===== src/rtl/ifetch_if.sv =====
// Fetch-stage bus bundle: instruction-memory req/ack channel, decoder
// valid/ready channel and the branch/jump redirect inputs.
// master = fetch unit side, slave = memory/decoder/branch-resolution side.
interface ifetch_if;
  // instruction memory channel
  logic        imem_req;
  logic [31:0] imem_addr;
  logic        imem_ack;
  logic [31:0] imem_rdata;
  // decoder channel
  logic [31:0] instr_out;
  logic        instr_valid;
  logic        instr_ready;
  logic [31:0] pc_out;
  logic [31:0] pc_plus4;
  // redirect and trap
  logic        redirect;
  logic [31:0] redirect_pc;
  logic        fetch_fault;

  modport master (
    output imem_req, imem_addr, instr_out, instr_valid, pc_out, pc_plus4, fetch_fault,
    input  imem_ack, imem_rdata, instr_ready, redirect, redirect_pc
  );

  modport slave (
    input  imem_req, imem_addr, instr_out, instr_valid, pc_out, pc_plus4, fetch_fault,
    output imem_ack, imem_rdata, instr_ready, redirect, redirect_pc
  );
endinterface


===== src/rtl/ifetch_unit.sv =====
// Instruction fetch stage: holds the PC, issues one word fetch at a time
// over imem req/ack, presents the word with its PC to the decoder over
// valid/ready, and follows branch/jump redirects, discarding wrong-path data.
// No prefetch: one outstanding request, one presented instruction at most.
// Optional build macro IFETCH_ALIGN_CHK_EN: a redirect to a non-word-aligned
// target traps into a sticky FAULT state (fetch_fault=1) left only by reset.
// Without it the low two target bits are cleared and FAULT is unreachable.
module ifetch_unit #(
  parameter logic [31:0] RESET_PC = 32'h0040_0000
) (
  input  logic     clk,
  input  logic     rst_n,
  ifetch_if.master bus
);

  typedef enum logic [2:0] {
    IDLE  = 3'd0,
    FETCH = 3'd1,
    HOLD  = 3'd2,
    DRAIN = 3'd3,
    FAULT = 3'd4
  } state_t;

  state_t      state_reg, state_next;
  logic [31:0] pc_reg, pc_next;             // address of the request being issued
  logic [31:0] target_reg, target_next;     // pending redirect target while draining
  logic        pend_fault_reg, pend_fault_next; // pending target is misaligned
  logic [31:0] instr_reg, instr_next;
  logic [31:0] pc_out_reg, pc_out_next;
  logic        valid_reg, valid_next;

  // Redirect target as seen by the FSM, and whether it must trap.
  logic [31:0] redir_pc;
  logic        redir_bad;

`ifdef IFETCH_ALIGN_CHK_EN
  assign redir_pc  = bus.redirect_pc;
  assign redir_bad = bus.redirect && (bus.redirect_pc[1:0] != 2'b00);
`else
  assign redir_pc  = bus.redirect_pc & 32'hFFFF_FFFC;
  assign redir_bad = 1'b0;
`endif

  // State and datapath registers; reset abandons any in-flight request.
  always_ff @(posedge clk or negedge rst_n) begin
    if (!rst_n) begin
      state_reg      <= IDLE;
      pc_reg         <= RESET_PC;
      target_reg     <= RESET_PC;
      pend_fault_reg <= 1'b0;
      instr_reg      <= 32'h0000_0000;
      pc_out_reg     <= RESET_PC;
      valid_reg      <= 1'b0;
    end else begin
      state_reg      <= state_next;
      pc_reg         <= pc_next;
      target_reg     <= target_next;
      pend_fault_reg <= pend_fault_next;
      instr_reg      <= instr_next;
      pc_out_reg     <= pc_out_next;
      valid_reg      <= valid_next;
    end
  end

  // Next-state and datapath update; redirects beat every sequential PC step.
  always_comb begin
    state_next      = state_reg;
    pc_next         = pc_reg;
    target_next     = target_reg;
    pend_fault_next = pend_fault_reg;
    instr_next      = instr_reg;
    pc_out_next     = pc_out_reg;
    valid_next      = valid_reg;

    case (state_reg)
      IDLE: begin
        state_next = FETCH;
      end

      FETCH: begin
        if (bus.imem_ack) begin
          if (bus.redirect) begin
            // returning word is wrong-path: drop it and refetch at the target
            if (redir_bad) begin
              state_next = FAULT;
            end else begin
              pc_next = redir_pc;
            end
          end else begin
            instr_next  = bus.imem_rdata;
            pc_out_next = pc_reg;
            valid_next  = 1'b1;
            state_next  = HOLD;
          end
        end else if (bus.redirect) begin
          // request already issued; it must complete before the target is fetched
          target_next     = redir_pc;
          pend_fault_next = redir_bad;
          state_next      = DRAIN;
        end
      end

      DRAIN: begin
        if (bus.imem_ack) begin
          // a redirect arriving with the ack is the latest and wins
          if (bus.redirect) begin
            if (redir_bad) begin
              state_next = FAULT;
            end else begin
              pc_next    = redir_pc;
              state_next = FETCH;
            end
          end else if (pend_fault_reg) begin
            state_next = FAULT;
          end else begin
            pc_next    = target_reg;
            state_next = FETCH;
          end
        end else if (bus.redirect) begin
          target_next     = redir_pc;
          pend_fault_next = redir_bad;
        end
      end

      HOLD: begin
        if (bus.redirect) begin
          // held word is dropped (or consumed if ready) either way
          valid_next = 1'b0;
          if (redir_bad) begin
            state_next = FAULT;
          end else begin
            pc_next    = redir_pc;
            state_next = FETCH;
          end
        end else if (bus.instr_ready) begin
          pc_next    = pc_reg + 32'd4;
          valid_next = 1'b0;
          state_next = FETCH;
        end
      end

      FAULT: begin
        valid_next = 1'b0;
      end

      default: begin
        state_next = IDLE;
        valid_next = 1'b0;
      end
    endcase
  end

  // A request stays up (with a stable address) until its ack, even when draining.
  assign bus.imem_req    = (state_reg == FETCH) || (state_reg == DRAIN);
  assign bus.imem_addr   = pc_reg;
  assign bus.instr_out   = instr_reg;
  assign bus.instr_valid = valid_reg;
  assign bus.pc_out      = pc_out_reg;
  assign bus.pc_plus4    = pc_out_reg + 32'd4;

`ifdef IFETCH_ALIGN_CHK_EN
  assign bus.fetch_fault = (state_reg == FAULT);
`else
  assign bus.fetch_fault = 1'b0;
`endif

endmodule

===== src/flat_wrapper.sv =====
// flat-port wrapper written by rule: the top's interface ports become plain ports
module ifetch_unit_flat 
#(
  parameter logic [31:0] RESET_PC = 32'h0040_0000
)
  (clk, rst_n, bus_imem_req, bus_imem_addr, bus_instr_out, bus_instr_valid, bus_pc_out, bus_pc_plus4, bus_fetch_fault, bus_imem_ack, bus_imem_rdata, bus_instr_ready, bus_redirect, bus_redirect_pc);
  ifetch_if bus_i ();
  input  logic clk;
  input  logic rst_n;
  output wire logic [$bits(bus_i.imem_req)-1:0] bus_imem_req;
  output wire logic [$bits(bus_i.imem_addr)-1:0] bus_imem_addr;
  output wire logic [$bits(bus_i.instr_out)-1:0] bus_instr_out;
  output wire logic [$bits(bus_i.instr_valid)-1:0] bus_instr_valid;
  output wire logic [$bits(bus_i.pc_out)-1:0] bus_pc_out;
  output wire logic [$bits(bus_i.pc_plus4)-1:0] bus_pc_plus4;
  output wire logic [$bits(bus_i.fetch_fault)-1:0] bus_fetch_fault;
  input wire logic [$bits(bus_i.imem_ack)-1:0] bus_imem_ack;
  input wire logic [$bits(bus_i.imem_rdata)-1:0] bus_imem_rdata;
  input wire logic [$bits(bus_i.instr_ready)-1:0] bus_instr_ready;
  input wire logic [$bits(bus_i.redirect)-1:0] bus_redirect;
  input wire logic [$bits(bus_i.redirect_pc)-1:0] bus_redirect_pc;
  assign bus_imem_req = bus_i.imem_req;
  assign bus_imem_addr = bus_i.imem_addr;
  assign bus_instr_out = bus_i.instr_out;
  assign bus_instr_valid = bus_i.instr_valid;
  assign bus_pc_out = bus_i.pc_out;
  assign bus_pc_plus4 = bus_i.pc_plus4;
  assign bus_fetch_fault = bus_i.fetch_fault;
  assign bus_i.imem_ack = bus_imem_ack;
  assign bus_i.imem_rdata = bus_imem_rdata;
  assign bus_i.instr_ready = bus_instr_ready;
  assign bus_i.redirect = bus_redirect;
  assign bus_i.redirect_pc = bus_redirect_pc;
  ifetch_unit #(.RESET_PC(RESET_PC)) u_core (.clk(clk), .rst_n(rst_n), .bus(bus_i));
endmodule

===== config.mk =====
export PLATFORM = sky130hd
export DESIGN_NAME = ifetch_unit_flat
export DESIGN_NICKNAME = d
export VERILOG_FILES = /design/src/rtl/ifetch_if.sv /design/src/rtl/ifetch_unit.sv /design/src/flat_wrapper.sv
export SDC_FILE = /design/constraint.sdc
export NUM_CORES = 1
export LEC_CHECK = 0
export ABC_AREA = 1
export CELL_PAD_IN_SITES_DETAIL_PLACEMENT = 2
export CELL_PAD_IN_SITES_GLOBAL_PLACEMENT = 2
export CORE_MARGIN = 2
export CORE_UTILIZATION = 33
export DETAILED_ROUTE_END_ITERATION = 8
export DONT_BUFFER_PORTS = 1
export HOLD_SLACK_MARGIN = 0.15
export PLACE_DENSITY = 0.76
export SLEW_MARGIN = 10
export SYNTH_ARGS = -nofsm -noshare
export SYNTH_HDL_FRONTEND = slang
export SYNTH_SLANG_ARGS = --single-unit
export TNS_END_PERCENT = 20

===== constraint.sdc =====
create_clock -name clk -period 1.7 [get_ports clk]
set_input_delay 0.34 -clock clk [delete_from_list [all_inputs] [get_ports clk]]
set_output_delay 0.34 -clock clk [all_outputs]
set_load 0.005 [all_outputs]

# == After elaboration in Yosys (flattened, before gate mapping) ==
# Index checks and enable logic that the tools add are counted.
# word_totals
inputBits,69
word_cells,52
out_inout_bits,131
reg_bits,130
# op_classes
n_bitwise,4
mux,19
add_sub_neg,2
n_reduce_logical,10
n_eq_ne,11
# ops
cell,n
$mux 32,6
$pmux 32 s3,1
$add 32x3->32 const B,2
$mux 3,6
$pmux 3 s5,1
$reduce_and 5->1,2
$ne 3x3->1 const B,3
$ne 2x2->1 const B,4
$eq 3x2->1 const B,2
$reduce_and 3->1,2
$mux 1,4
$not 1->1,4
$reduce_and 4->1,1
$reduce_or 2->1,2
$eq 3x1->1 const B,1
$eq 3x3->1 const B,1
$logic_not 3->1,1
$pmux 1 s3,1
$reduce_bool 3->1,1
$logic_or 1x1->1,1

# == Logic depth before layout (Yosys ltp) ==
# Gate-level depths: netlist (run 1).
# logic_depth
word_depth,4
ltp_mapped,12
mapped_depth_nobuf,12

# == Worst setup path before layout (run 1) ==
# OpenSTA, ideal clock, no wires.
# synth_path
kind,reg-to-output
startpoint,register u_core.pc_out_reg[2] (netlist: u_core.bus.pc_out[2])
endpoint,output bus_pc_plus4[22]
setup_slack_ps,-218
arrival_ps,1578
required_ps,1360
stages_incl_launch_ff,11
n_path_buf,0
path_cell_list,dfrtp_1 -> ha_1 -> nand2_2 -> nor2_4 -> nand3_2 -> nor2_4 -> nand2_4 -> nor2_4 -> nand2_2 -> nor2_2 -> xor2_1
# synth_between
elab_chain_len,1
# synth_lines
element,line_no,text
start: declaration,ifetch_unit.sv:29,"logic [31:0] pc_out_reg, pc_out_next;"
start signal: assignment,ifetch_unit.sv:60,pc_out_reg <= pc_out_next;
$add 32x3->32,ifetch_unit.sv:159,assign bus.pc_plus4 = pc_out_reg + 32'd4;
end: declaration,flat_wrapper.sv:15,output wire logic [$bits(bus_i.pc_plus4)-1:0] bus_pc_plus4;
# Every way passes these cells.

# == Worst setup path after layout (run 1) ==
# layout_path
startpoint,register u_core.pc_out_reg[12] (netlist: u_core.bus.pc_out[12])
endpoint,output bus_pc_plus4[20]
# The elaborated chain is that of the path after synthesis.

==> metrics.cfg, run 1 <==
[sta]
post-route-worst-setup-slack_ns=-0.970
least_margin_pin_slew_ns=0.683
final_setup_viols=149
finalMaxSlewViolations=0
rsz_0062_raised_after_global_routing=yes
finClkSkew_ns=0.0215
timing.hold.ws_ns=-0.436
clock.fmax_mhz=375
final.min_clock_period_ns=2.67
finalHoldViolCount=125
headroom_to_the_max_slew_limit_pct=54.0
final_critical_path_share_of_the_clock_period_pct=157

[layout]
post_layout_nonfiller_instances=1413
area.growth.synth_to_final_pct=58.3
nNetsFinal=1201
largest_register_ff_count=32
antenna_cells_inserted=0
final_util_pct=53.4
fillCellCount=2150
design_area_um2=11300
post_route_cells_drive_above_1_share_pct=44.4

[power_and_ir_drop]
leakagePower_nw=5.12
power_density_nw_per_um2=2160
vdd_ir_drop_max_uv=1040
report.power.total_mw=24.4

[floorplan]
fp.dieArea_um2=22800
coreArea_um2=21200
std_cell_rows=53
num_io_pins=200
starting_density_pct=33.7
die_h_um=151
dieWidth_um=151

[clock_tree]
tritoncts.num_buffers=17
cts.sinks=125
cts.reportedPaths.clkPinSlew_ns=0.09
cts_htree_levels=4
clockRootBuffer=sky130_fd_sc_hd__clkbuf_16
worstSkewPairLatency_ns=0.47
clk_path_buf_depth=2
cts_tree=done

[synth]
synth.yosys.seq_area_share_pct=43.9
synth.top_cells.by_area=sky130_fd_sc_hd__dfrtp_1, sky130_fd_sc_hd__nand2_1, sky130_fd_sc_hd__mux2_2
synth_edf_count=0
synth_top_cell_area_share_pct=42.8
syn-cell-area_um2=7140
synth_top_cells_by_count=sky130_fd_sc_hd__nand2_1, sky130_fd_sc_hd__dfrtp_1, sky130_fd_sc_hd__nor2_1
number_of_flip_flops_and_latches_in_the_synthesized_netlist=125
synth_cells=877
yosys.area.top_type=sky130_fd_sc_hd__dfrtp_1
yosys_warnings=0
synth.lib_cells_used.distinct=38
ys.flop_type=sky130_fd_sc_hd__dfrtp_1
postSynth.asyncResetShare_pct=100
synth.avg_cell_area_um2=8.14
yosysMostFrequentCell=sky130_fd_sc_hd__nand2_1

[route]
pre_antenna_drt_iters=5
vias_per_cell=5.96
detail_route.wl_per_cell_um=33.1
via_count=8424
drc=0
postRouteAntennaNets=0
routed_wl_mm=46.8
dr.first_iter.drc_count=518

[worst_setup_path]
timing.critical_path.from_type=flip-flop
worst_ep_required_time_ns=1.36
critical_path.most_common_cell=sky130_fd_sc_hd__buf_4
cp-end-kind=output pin
arrival_ns=2.33
cp_cell_sequence=buf_4 -> nand2_1 -> nor2_1 -> nand2_4 -> nor2_4 -> nand2_2 -> buf_4 -> xnor2_2
crit_fanout=4
critical-path-slowest-cell=sky130_fd_sc_hd__dfrtp_1
cpPeakStageDelay_ns=0.51
timing.critical_path.buf_inv=2
crit_type=flip-flop to output pin
cpLargestDelayFamily=simple AND/OR/NAND/NOR gates

[global_route]
first_global_vias=9240
number_of_antenna_violations_at_the_first_check_in_global_routing=0
gr-total-overflow=0
grt_first_pass_wirelength_mm=59.5
gr-usage-all-layers_pct=36.1
grt_start_max_net_pins=126

[placed_design]
port_buffers=0
finalWeightedCongestion=0.821
dpl_cell_area_um2=8610
dp_hpwl_mm=20.4
dpl.cell_count=1279

[outcome]
status=finished, violations left
violations=negative hold slack, negative setup slack

[worst_hold_path]
holdCritPathClass=input pin to async pin

[run]
max-cap-violations=0

==> power breakdown <==
group | internal (mW) | leakage [nW] | switching, mW
clock | 2.11 | 0.280 | 1.86
combinational | 5.79 | 3.38 | 8.17
sequential | 4.57 | 1.46 | 1.92
==> worst paths after layout <==
path	start	end	slack, ns	cells after the start
max	u_core.bus.pc_out[12]$_DFFE_PN0P_	bus_pc_plus4[20]	-0.97	8
min	rst_n	u_core.target_reg[7]$_DFFE_PN0P_	-0.44	0
max reg2reg	u_core.bus.imem_addr[18]$_DFFE_PN0P_	u_core.bus.imem_addr[29]$_DFFE_PN0P_	-0.42	10
min reg2reg	u_core.target_reg[18]$_DFFE_PN0P_	u_core.target_reg[18]$_DFFE_PN0P_	0.52	1
max in group asynchronous	rst_n	u_core.bus.pc_out[22]$_DFFE_PN1P_	1.85	0
min in group clk	bus_redirect_pc[16]	u_core.bus.imem_addr[16]$_DFFE_PN0P_	0.18	4
==> worst reg2reg max path, cell delays in order (launching register included) <==
cell and delay, ns:
sky130_fd_sc_hd__dfrtp_2 0.50, sky130_fd_sc_hd__nand2_1 0.15, sky130_fd_sc_hd__nor2_1 0.21, sky130_fd_sc_hd__nand2_1 0.16, sky130_fd_sc_hd__nor2_1 0.28, sky130_fd_sc_hd__nand3_1 0.16
sky130_fd_sc_hd__nand2_1 0.15, sky130_fd_sc_hd__nand2_1 0.12, sky130_fd_sc_hd__nand2_1 0.10, sky130_fd_sc_hd__nand2_1 0.06, sky130_fd_sc_hd__a21oi_2 0.14
==> layout make-up <==
cell class / count / area [um^2] / area share [%]
multi-input combinational: 662 / 4570 / 40.4
sequential: 125 / 3150 / 27.9
timing repair buffer: 264 / 2420 / 21.4
clock buffer: 18 / 439 / 3.89
tap: 275 / 344 / 3.05
inverter: 55 / 229 / 2.03
clock inverter: 14 / 148 / 1.31
==> stage by stage <==
step	worst slack, ns	TNS [ns]
3_5_place_dp	-0.283	-23.61
5_1_grt	-1.19	-46.23
2_1_floorplan	-0.216	-2.09
3_3_place_gp	-0.218	-13.13
6_report	-0.970	-37.84
4_1_cts	-0.649	-20.37
==> routing by layer <==
| layer | vias up | wire, um | share of wire (%) | GRT usage (%) |
|---|---|---|---|---|
| li1 | 3359 | - | - | - |
| met1 | 4360 | 16700 | 36 | 39.0 |
| met2 | 496 | 23900 | 51 | 65.1 |
| met3 | 209 | 2970 | 6.3 | 7.77 |
| met4 | 0 | 3300 | 7.1 | 20.8 |
| met5 | - | 0 | 0 | 0 |
==> placed cells by master (no fill, tap or decap), types with 6 or more instances in the layout <==
master / count
sky130_fd_sc_hd__inv_2: 9
sky130_fd_sc_hd__a21oi_1: 33
sky130_fd_sc_hd__nor2_2: 11
sky130_fd_sc_hd__a211oi_2: 12
sky130_fd_sc_hd__nand2_1: 220
sky130_fd_sc_hd__nand3_1: 20
sky130_fd_sc_hd__inv_1: 40
sky130_fd_sc_hd__clkbuf_16: 17
sky130_fd_sc_hd__o21ai_1: 19
sky130_fd_sc_hd__dfrtp_2: 15
sky130_fd_sc_hd__mux2_4: 7
sky130_fd_sc_hd__o21ai_0: 29
sky130_fd_sc_hd__nand2_4: 10
sky130_fd_sc_hd__nand4_1: 12
sky130_fd_sc_hd__dfrtp_1: 107
sky130_fd_sc_hd__inv_6: 6
sky130_fd_sc_hd__mux2_2: 56
sky130_fd_sc_hd__nor2_1: 61
sky130_fd_sc_hd__conb_1: 7
sky130_fd_sc_hd__xnor2_2: 12
sky130_fd_sc_hd__xor2_2: 13
sky130_fd_sc_hd__nand3_2: 9
sky130_fd_sc_hd__a21oi_2: 20
sky130_fd_sc_hd__dlygate4sd3_1: 64
sky130_fd_sc_hd__buf_4: 160
sky130_fd_sc_hd__nand2_2: 36
sky130_fd_sc_hd__buf_12: 8
sky130_fd_sc_hd__nor2_4: 23
sky130_fd_sc_hd__buf_6: 27
==> kinds of logic (layout without fill, tap and decap cells) <==
family                   count (synthesis)  count (layout)  synth area share (%)
other                                    1               7                0.0525
AND/OR/NAND/NOR                        418             418                  24.8
adder cells (fa/ha/maj)                  7               7                  1.23
AO/OA/AOI/OAI                          135             135                  10.6
multiplexers                            63              63                  9.94
XOR/XNOR                                32              32                  3.93
buffers and inverters                   96             351                  5.64
flip-flops                             125             125                  43.9
==> repair_timing <==
| item | CTS | global route |
|---|---|---|
| endpoints found under the hold margin | 214 | 126 |
| setup buffers | 22 | 17 |
| gates resized for setup | 147 | 149 |
| pin swaps | 37 | 37 |
| hold buffers | 63 | 1 |
| setup endpoints to repair | 150 | 154 |
| gates cloned | 2 | 0 |
Note: power is estimated with default switching activity, not from simulation.
==> run 2, diff against run 1 <==
--- a/config.mk
+++ b/config.mk
@@ -12,6 +12,7 @@
 export CORE_UTILIZATION = 33
 export DETAILED_ROUTE_END_ITERATION = 8
 export DONT_BUFFER_PORTS = 1
+export GPL_ROUTABILITY_DRIVEN = 1
 export HOLD_SLACK_MARGIN = 0.15
 export PLACE_DENSITY = 0.76
 export SLEW_MARGIN = 10
==> results of run 2 <==
The final DEF is identical to that of run 1; final timing and power are the same.
==> run 3, diff against run 2 <==
--- a/config.mk
+++ b/config.mk
@@ -15,6 +15,7 @@
 export GPL_ROUTABILITY_DRIVEN = 1
 export HOLD_SLACK_MARGIN = 0.15
 export PLACE_DENSITY = 0.76
+export SKIP_LAST_GASP = 1
 export SLEW_MARGIN = 10
 export SYNTH_ARGS = -nofsm -noshare
 export SYNTH_HDL_FRONTEND = slang
==> run 3 against run 2 <==
The flow still finishes with violations (negative hold slack, negative setup slack). Routed wire length grew 1.9%. Sequential power fell by 1%. Count of clock-buffer cells in the layout is the same. Worst setup slack gained 0.0017 ns. Non-clock buffer count up 10. Cell count grew 0.71%. Die area unchanged. Fmax hardly changed. Utilization decreased by 0.53 points.
==> metrics.cfg, run 3 (same netlist as run 1, synthesis figures left out) <==
[sta]
tns_ns=-48.26
final.min_clock_period_ns=2.67
finalMaxSlewViolations=0
finClkSkew_ns=0.0205
rsz_0062_raised_after_global_routing=yes
clock.fmax_mhz=375
least_margin_pin_slew_ns=0.648
final_critical_path_share_of_the_clock_period_pct=157
final_setup_viols=155
timing.hold.ws_ns=-0.425
post-route-worst-setup-slack_ns=-0.968
headroom_to_the_max_slew_limit_pct=56.5
finalHoldViolCount=125

[worst_setup_path]
crit_type=flip-flop to output pin
critical-path-slowest-cell=sky130_fd_sc_hd__nor4_2
cp-end-kind=output pin
worst_ep_required_time_ns=1.36
cpLargestDelayFamily=simple AND/OR/NAND/NOR gates
timing.critical_path.buf_inv=1
cpPeakStageDelay_ns=0.66
cp_cell_sequence=buf_4 -> nand2_1 -> nor4_2 -> nand4_1 -> xnor2_2
crit_fanout=4
arrival_ns=2.33
timing.critical_path.from_type=flip-flop

[power_and_ir_drop]
switching_power_mw=11.5
netSwitchingFraction_pct=48.7
report.power.total_mw=23.7
pwr-share-clk_pct=16.7
p_seq_share_pct=27.0
power_frac_comb_pct=56.3
leakagePower_nw=5.15
power_density_nw_per_um2=2120
cellInternalPower_mw=12.2
vdd_ir_drop_max_uv=990

[layout]
largest_register_ff_count=32
antenna_cells_inserted=0
post_route_cells_drive_above_1_share_pct=40.1
area.growth.synth_to_final_pct=56.7
nNetsFinal=1211
layout_common_cells=sky130_fd_sc_hd__nand2_1, sky130_fd_sc_hd__buf_4, sky130_fd_sc_hd__dfrtp_1
final_util_pct=52.9
layout.cells.most_common=sky130_fd_sc_hd__nand2_1

[floorplan]
die_h_um=151
fp.dieArea_um2=22800
std_cell_rows=53
starting_density_pct=33.7
dieWidth_um=151
coreArea_um2=21200
num_io_pins=200

[clock_tree]
cts.sinks=125
cts_htree_levels=4
cts.reportedPaths.clkPinSlew_ns=0.07
tritoncts.num_buffers=17
clockRootBuffer=sky130_fd_sc_hd__clkbuf_16
cts_tree=done
worstSkewPairLatency_ns=0.47
clk_path_buf_depth=2

[outcome]
status=finished, violations left
violations=negative hold slack, negative setup slack

[route]
routed_wl_mm=47.7
vias_per_cell=6.05
pre_antenna_drt_iters=5
detail_route.wl_per_cell_um=33.5
postRouteAntennaNets=0
dr.first_iter.drc_count=658
drc=0
via_count=8610

[placed_design]
dp_hpwl_mm=20.4
post-place-ws_ns=-0.283
finalWeightedCongestion=0.821
port_buffers=0

[worst_hold_path]
holdCritPathClass=input pin to async pin

[global_route]
grt_start_max_net_pins=126
number_of_antenna_violations_at_the_first_check_in_global_routing=1
gr-usage-all-layers_pct=34.0
gr-total-overflow=0
first_global_vias=9042
grt_first_pass_wirelength_mm=56.6

[run]
max-cap-violations=0

run 3: changes by cell type in the layout (fill, tap and decap cells not counted), moves of 10 or more:
cell	previous run	this run
sky130_fd_sc_hd__a21oi_2	20	3
sky130_fd_sc_hd__o21ai_1	19	2
sky130_fd_sc_hd__a21oi_1	33	48
sky130_fd_sc_hd__o21ai_0	29	43
sky130_fd_sc_hd__nand2_2	36	24
sky130_fd_sc_hd__a211oi_1	1	11
run 3: cell type report:
cell class                      count  area [um^2]
Fill cell                        2179         9970
Multi-Input combinational cell    662         4380
Sequential cell                   125         3140
Timing Repair Buffer              274         2510
Clock buffer                       18          439
Tap cell                          275          344
Inverter                           55          231
Clock inverter                     14          148
run 3: final timing paths:
kind,from,end,slack (ns),cells past startpoint
max,u_core.bus.pc_out[13]$_DFFE_PN0P_,bus_pc_plus4[28],-0.97,5
min,rst_n,u_core.bus.instr_out[8]$_DFFE_PN0P_,-0.42,0
max reg2reg,u_core.bus.imem_addr[5]$_DFFE_PN0P_,u_core.bus.imem_addr[21]$_DFFE_PN0P_,-0.79,11
min reg2reg,u_core.target_reg[18]$_DFFE_PN0P_,u_core.target_reg[18]$_DFFE_PN0P_,0.51,1
max in group asynchronous,rst_n,u_core.bus.pc_out[22]$_DFFE_PN1P_,1.80,0
min in group clk,bus_redirect_pc[9],u_core.bus.imem_addr[9]$_DFFE_PN0P_,0.15,2
run 3: timing repair:
action | CTS | global route
cloned | 2 | 2
gates resized for setup | 91 | 134
endpoints found under the setup margin | 150 | 153
hold buffers | 63 | 1
hold endpoints to repair | 210 | 126
setup buffers | 22 | 26
pin swaps | 31 | 41
run 3: metrics by stage:
stage	cells	instance area, um^2
after floorplan	883	7160
after global placement	1279	8610
after detailed placement	1279	8610
after CTS	1397	10400
after global routing	1423	11200
final	1423	11200
run 3: metal layers:
layer  share of wire, %  GRT usage (%)  vias up
li1                   -              -     3388
met4                8.7           19.3        2
met5              0.036              0        -
met2                 49           59.7      581
met3                7.4           7.29      257
met1                 35           38.2     4382
run 3: power groups by stage:
stage	Combinational (mW)	Clock, mW	Sequential (mW)
after floorplan	4.39	0	5.86
after global placement	8.49	0	5.73
after detailed placement	8.94	0	5.84
after CTS	10.4	3.75	5.86
after global routing	14.0	4.06	6.46
final	13.4	3.96	6.40
